### config.mk
export PLATFORM = sky130hd
export DESIGN_NAME = uart_rx_flat
export DESIGN_NICKNAME = d
export VERILOG_FILES = /design/src/rtl/uart_rx_if.sv /design/src/rtl/uart_rx.sv /design/src/flat_wrapper.sv
export SDC_FILE = /design/constraint.sdc
export NUM_CORES = 1
export LEC_CHECK = 0
export CORE_MARGIN = 3
export CORE_UTILIZATION = 54
export CTS_CLUSTER_DIAMETER = 60
export CTS_CLUSTER_SIZE = 25
export DETAILED_ROUTE_END_ITERATION = 12
export GPL_TIMING_DRIVEN = 1
export PLACE_DENSITY = 0.83
export SLEW_MARGIN = 20
export SYNTH_ARGS = -nofsm -noshare
export SYNTH_HDL_FRONTEND = slang
export SYNTH_SLANG_ARGS = --single-unit
### constraint.sdc
create_clock -name clock -period 2.09 [get_ports clock]
set_input_delay 0.209 -clock clock [delete_from_list [all_inputs] [get_ports clock]]
set_output_delay 0.209 -clock clock [all_outputs]
set_load 0.05 [all_outputs]
### src/rtl/uart_rx_if.sv
// Parallel-side handshake bundle for the UART receiver.
// The receiver drives the word and its flags; the consumer answers with rx_ready.
interface uart_rx_if;
    logic [7:0] data_out;
    logic       rx_valid;
    logic       rx_ready;
    logic       parity_err;
    logic       frame_err;
    logic       overrun;

    modport master (
        output data_out,
        output rx_valid,
        output parity_err,
        output frame_err,
        output overrun,
        input  rx_ready
    );

    modport slave (
        input  data_out,
        input  rx_valid,
        input  parity_err,
        input  frame_err,
        input  overrun,
        output rx_ready
    );
endinterface

### src/rtl/uart_rx.sv
// Oversampling UART receiver: 8 data bits LSB first, optional even parity, one stop bit.
// Each received byte is handed over through a valid/ready handshake together with its error flags.
module uart_rx #(
    parameter int OVERSAMPLE  = 16,
    parameter int PARITY_EN   = 1,
    parameter int SYNC_STAGES = 2
) (
    input  logic     clock,
    input  logic     reset_n,
    input  logic     rx,
    input  logic     rx_tick,
    uart_rx_if.master rxIf,
    output logic     busy
);

    localparam int TW = (OVERSAMPLE > 1) ? $clog2(OVERSAMPLE) : 1;
    localparam logic [TW-1:0] LAST_TICK = TW'(OVERSAMPLE - 1);
    localparam logic [TW-1:0] HALF_TICK = TW'(OVERSAMPLE / 2 - 1);

    typedef enum logic [2:0] {
        IDLE,
        START,
        DATA,
        PARITY,
        STOP
    } state_e;

    logic [SYNC_STAGES-1:0] sync_q;
    logic                   rxs;

    state_e          state_q;
    logic [TW-1:0]   tickCnt_q;
    logic [2:0]      bitIdx_q;
    logic [7:0]      shift_q;
    logic            parityBit_q;
    logic            armed_q;

    logic [7:0]      dataOut_q;
    logic            valid_q;
    logic            parityErr_q;
    logic            frameErr_q;
    logic            overrun_q;

    logic            complete;
    logic            accept;

    // The line idles high, so the synchroniser resets to 1 to avoid a phantom start bit.
    always_ff @(posedge clock or negedge reset_n) begin
        if (!reset_n) begin
            sync_q <= '1;
        end else begin
            sync_q <= {sync_q[SYNC_STAGES-2:0], rx};
        end
    end

    assign rxs      = sync_q[SYNC_STAGES-1];
    assign complete = rx_tick && (state_q == STOP) && (tickCnt_q == LAST_TICK);
    assign accept   = valid_q && rxIf.rx_ready;

    always_ff @(posedge clock or negedge reset_n) begin
        if (!reset_n) begin
            state_q     <= IDLE;
            tickCnt_q   <= '0;
            bitIdx_q    <= '0;
            shift_q     <= '0;
            parityBit_q <= 1'b0;
            armed_q     <= 1'b1;
            dataOut_q   <= '0;
            valid_q     <= 1'b0;
            parityErr_q <= 1'b0;
            frameErr_q  <= 1'b0;
            overrun_q   <= 1'b0;
        end else begin
            if ((state_q == IDLE) && rxs) begin
                armed_q <= 1'b1;
            end

            // A finished frame only replaces the held word if the consumer has taken it or takes it now.
            if (complete) begin
                if (!valid_q || rxIf.rx_ready) begin
                    dataOut_q   <= shift_q;
                    parityErr_q <= (PARITY_EN != 0) && (parityBit_q ^ (^shift_q));
                    frameErr_q  <= ~rxs;
                    valid_q     <= 1'b1;
                    overrun_q   <= 1'b0;
                end else begin
                    overrun_q <= 1'b1;
                end
            end else if (accept) begin
                valid_q   <= 1'b0;
                overrun_q <= 1'b0;
            end

            if (rx_tick) begin
                case (state_q)
                    IDLE: begin
                        if (armed_q && !rxs) begin
                            state_q   <= START;
                            tickCnt_q <= '0;
                        end
                    end
                    START: begin
                        if (tickCnt_q == HALF_TICK) begin
                            tickCnt_q <= '0;
                            bitIdx_q  <= '0;
                            state_q   <= rxs ? IDLE : DATA;
                        end else begin
                            tickCnt_q <= tickCnt_q + TW'(1);
                        end
                    end
                    DATA: begin
                        if (tickCnt_q == LAST_TICK) begin
                            tickCnt_q <= '0;
                            shift_q   <= {rxs, shift_q[7:1]};
                            if (bitIdx_q == 3'd7) begin
                                state_q <= (PARITY_EN != 0) ? PARITY : STOP;
                            end else begin
                                bitIdx_q <= bitIdx_q + 3'd1;
                            end
                        end else begin
                            tickCnt_q <= tickCnt_q + TW'(1);
                        end
                    end
                    PARITY: begin
                        if (tickCnt_q == LAST_TICK) begin
                            tickCnt_q   <= '0;
                            parityBit_q <= rxs;
                            state_q     <= STOP;
                        end else begin
                            tickCnt_q <= tickCnt_q + TW'(1);
                        end
                    end
                    STOP: begin
                        // A low stop bit disarms start detection so a held break yields a single word.
                        if (tickCnt_q == LAST_TICK) begin
                            tickCnt_q <= '0;
                            state_q   <= IDLE;
                            if (!rxs) begin
                                armed_q <= 1'b0;
                            end
                        end else begin
                            tickCnt_q <= tickCnt_q + TW'(1);
                        end
                    end
                    default: begin
                        state_q   <= IDLE;
                        tickCnt_q <= '0;
                    end
                endcase
            end
        end
    end

    assign rxIf.data_out   = dataOut_q;
    assign rxIf.rx_valid   = valid_q;
    assign rxIf.parity_err = parityErr_q;
    assign rxIf.frame_err  = frameErr_q;
    assign rxIf.overrun    = overrun_q;
    assign busy            = (state_q != IDLE);

endmodule

### src/flat_wrapper.sv
// flat-port wrapper written by rule: the top's interface ports become plain ports
module uart_rx_flat 
#(
    parameter int OVERSAMPLE  = 16,
    parameter int PARITY_EN   = 1,
    parameter int SYNC_STAGES = 2
)
  (clock, reset_n, rx, rx_tick, busy, rxIf_data_out, rxIf_rx_valid, rxIf_parity_err, rxIf_frame_err, rxIf_overrun, rxIf_rx_ready);
  uart_rx_if rxIf_i ();
  input  logic clock;
  input  logic reset_n;
  input  logic rx;
  input  logic rx_tick;
  output logic busy;
  output wire logic [$bits(rxIf_i.data_out)-1:0] rxIf_data_out;
  output wire logic [$bits(rxIf_i.rx_valid)-1:0] rxIf_rx_valid;
  output wire logic [$bits(rxIf_i.parity_err)-1:0] rxIf_parity_err;
  output wire logic [$bits(rxIf_i.frame_err)-1:0] rxIf_frame_err;
  output wire logic [$bits(rxIf_i.overrun)-1:0] rxIf_overrun;
  input wire logic [$bits(rxIf_i.rx_ready)-1:0] rxIf_rx_ready;
  assign rxIf_data_out = rxIf_i.data_out;
  assign rxIf_rx_valid = rxIf_i.rx_valid;
  assign rxIf_parity_err = rxIf_i.parity_err;
  assign rxIf_frame_err = rxIf_i.frame_err;
  assign rxIf_overrun = rxIf_i.overrun;
  assign rxIf_i.rx_ready = rxIf_rx_ready;
  uart_rx #(.OVERSAMPLE(OVERSAMPLE), .PARITY_EN(PARITY_EN), .SYNC_STAGES(SYNC_STAGES)) u_core (.clock(clock), .reset_n(reset_n), .rx(rx), .rx_tick(rx_tick), .rxIf(rxIf_i), .busy(busy));
endmodule
==> flow_metrics.py <==
metrics = {
    "synthesis": {
        "yosys-top-cells-count": "dfrtp_1 (31), mux2_2 (18), nand2_1 (16)",
        "yosysTopAreaCellShare": 0.495,
        "synthFlopType": "dfrtp_1",
        "yosysSeqAreaShare": 0.545,
        "synth_edf_count": 0,
        "synth.avg_cell_area_sq_um": 11.7,
        "syn_nets": 142,
        "yosysUniqueCellTypes": 29,
        "synth_seq_cells": 34,
        "ys_warn_count": 0,
        "yosysTopAreaCell": "dfrtp_1",
        "yosysMostFrequentCell": "dfrtp_1",
        "synth_area_leaders": "dfrtp_1 (49%), mux2_2 (13%), dfstp_2 (5.0%)",
        "async_reset_ff_frac": 1.00,
        "syn-instance-count": 134,
        "netlist_area_sq_um": 1570,
    },
    "power": {
        "power.density_nw_per_um2": 770,
        "ir_drop_mv": 0.744,
        "p_leak_uw": 0.000841,
    },
    "global_route": {
        "grt_pass1_wl_um": 4920,
        "grtUsageTotal": 0.187,
        "grt_pass1_vias": 1107,
        "overflow": 0,
        "antenna_found_initial": 0,
        "grt_start_max_net_pins": 35,
    },
    "floorplanning": {
        "die_w_um": 59.9,
        "initial_utilization": 0.600,
        "row_count": 18,
        "ios": 18,
        "core-area_sq_um": 2610,
        "die_y_um": 59.9,
        "dieArea_sq_um": 3590,
    },
    "outcome": {
        "status": "finished clean",
    },
    "critical_path": {
        "crit_fanout": 4,
        "reg2reg_from": "u_core.state_q[2]$_DFFE_PN0P_",
        "timing.critical_path.from": "u_core.state_q[2]$_DFFE_PN0P_",
        "crit_type": "register to output port",
        "worst_ep_arrival_time_ns": 1.66,
        "reg2reg_to": "u_core.shift_q[5]$_DFFE_PN0P_",
        "r2r_slack_ns": 0.22,
        "cp_data_required_time_ns": 1.88,
        "reg2reg_depth": 5,
        "start_kind": "register",
        "worstSetupEndpointType": "output port",
    },
    "timing": {
        "fin_crit_sh": 0.895,
        "fin_tns_setup_ns": 0,
        "worst_pin_slew_ns": 0.503,
        "rsz0062_at_grt": "false",
        "hold_viol_final": 0,
        "slew_viol_final": 0,
        "slew_headroom": 0.663,
        "skew_ns": 0.0108,
        "min_period_ns": 1.87,
        "setup_violations": 0,
        "layout_setup_ws_ns": 0.220,
        "fmax_ghz": 0.535,
    },
    "placed_design": {
        "post-place-cells": 181,
        "hpwl_um": 1990,
        "port-buffer-count": 17,
        "place.gp.congestion": 0.820,
        "pre_cts_slack_ns": 0.190,
    },
    "cells_and_area": {
        "area_growth_pct": 17.1,
        "antenna_cells": 0,
        "seqCellArea_sq_um": 855,
        "drive_above_1_share": 0.220,
        "layoutNonFillerInstCount": 189,
        "fillCellCount": 195,
        "final_nets": 166,
        "multi_input_area_sq_um": 673,
    },
    "clock_tree": {
        "ctsHoldBuffers": 0,
        "cts.repair.resized": 1,
        "postCtsSetupRepairBufs": 0,
        "cts.sinks": 34,
        "cts_buffers": 5,
        "clockBufferDepth": 2,
        "cts_tree": "yes",
        "clkLatencyLatePin_ns": 0.34,
        "cts_root_buffer": "clkbuf_4",
        "clk_pin_slew_ns": 0.10,
        "htreeDepth": 2,
    },
    "route": {
        "drt_drc_violations_left": 0,
        "via_per_inst": 5.63,
        "wl_per_cell_um": 14.6,
        "dr.pass1.iters": 4,
        "ant_nets": 0,
        "detail_route.iter0.violations": 54,
        "wl_um": 2750,
        "vias": 1064,
    },
    "worst_hold_path": {
        "min_path_type": "primary input to asynchronous set/reset pin",
    },
    "run": {
        "maxCapViolCount": 0,
    },
}
==> layout make-up <==
class                      instances  share of cell area
sequential                        34               0.466
multi-input combinational         94               0.367
timing repair buffer              21               0.108
clock buffer                       6              0.0279
tap                               30              0.0204
clock inverter                     2             0.00682
inverter                           2             0.00409
==> placed cells by master, fill, tap and decap left out, types with 2 or more instances in the layout <==
cell             Yosys  final
dfrtp_1             31     31
mux2_2              18     18
nand2_1             16     16
clkdlybuf4s50_1      0     16
xnor2_1              9      9
o21ai_0              7      7
nand3_1              6      6
nor2_1               5      5
clkbuf_4             0      5
a21oi_1              4      4
buf_4                0      4
or3_1                3      3
nor3_1               3      3
ha_1                 3      3
dfstp_2              3      3
inv_1                2      2
nand4_1              2      2
nor2b_1              2      2
o21ai_1              2      2
nand4b_1             2      2
a21o_1               2      2
o211ai_1             2      2
==> worst max-delay path, cell delays in order (launching register included) <==
cell and delay [ns]:
dfrtp_1 0.44, or3_1 0.44, dlygate4sd2_1 0.45
==> logic make-up after synthesis <==
family / after synthesis / synth area share
xor gates and xnor gates: 11 / 0.0662
buffers and inverters: 6 / 0.0255
DFF: 34 / 0.545
adders and majority gates: 3 / 0.0239
and+or+nand+nor: 41 / 0.126
AOI/OAI and AO/OA: 20 / 0.0774
muxes: 19 / 0.136
==> how the worst max path moves through the flow <==
stage / to / slack [ns] / cells past startpoint
final: busy / 0.22 / 2
after global placement: u_core.shift_q[1]$_DFFE_PN0P_ / 0.28 / 4
after floorplan: u_core.tickCnt_q[1]$_DFFE_PN0P_ / 0.43 / 4
after global routing: u_core.shift_q[7]$_DFFE_PN0P_ / 0.07 / 5
after CTS: u_core.shift_q[5]$_DFFE_PN0P_ / 0.21 / 5
after detailed placement: u_core.shift_q[4]$_DFFE_PN0P_ / 0.19 / 4
==> power breakdown <==
group	total [uW]	switching, uW	internal (uW)
registers	791	77.7	713
logic	237	129	108
clock network	385	223	162
==> per-stage QoR <==
step	hold WS, ns	total power (uW)	utilization	instance area (sq um)
2_1_floorplan	-0.0866	985	-	1570
3_3_place_gp	0.347	1030	0.679	1770
3_5_place_dp	0.347	1040	0.679	1770
4_1_cts	0.268	1420	0.703	1840
5_1_grt	0.278	1500	0.703	1840
6_report	0.263	1410	0.703	1840
==> sequential cells by signal (all words and copies together), names as in the netlist <==
signal,flops
u_core.armed_q,1
u_core.bitIdx_q,3
u_core.parityBit_q,1
u_core.rxIf.data_out,8
u_core.rxIf.frame_err,1
u_core.rxIf.overrun,1
u_core.rxIf.parity_err,1
u_core.rxIf.rx_valid,1
u_core.shift_q,8
u_core.state_q,3
u_core.sync_q,2
u_core.tickCnt_q,4
==> per-layer routing <==
layer | routed length [um] | global-route usage | up-vias
li1 | - | - | 524
met1 | 1220 | 0.241 | 511
met2 | 1350 | 0.296 | 22
met3 | 121 | 0.0475 | 7
met4 | 51 | 0.0854 | 0
met5 | 0 | 0 | -
(Power assumes the default switching activity.)
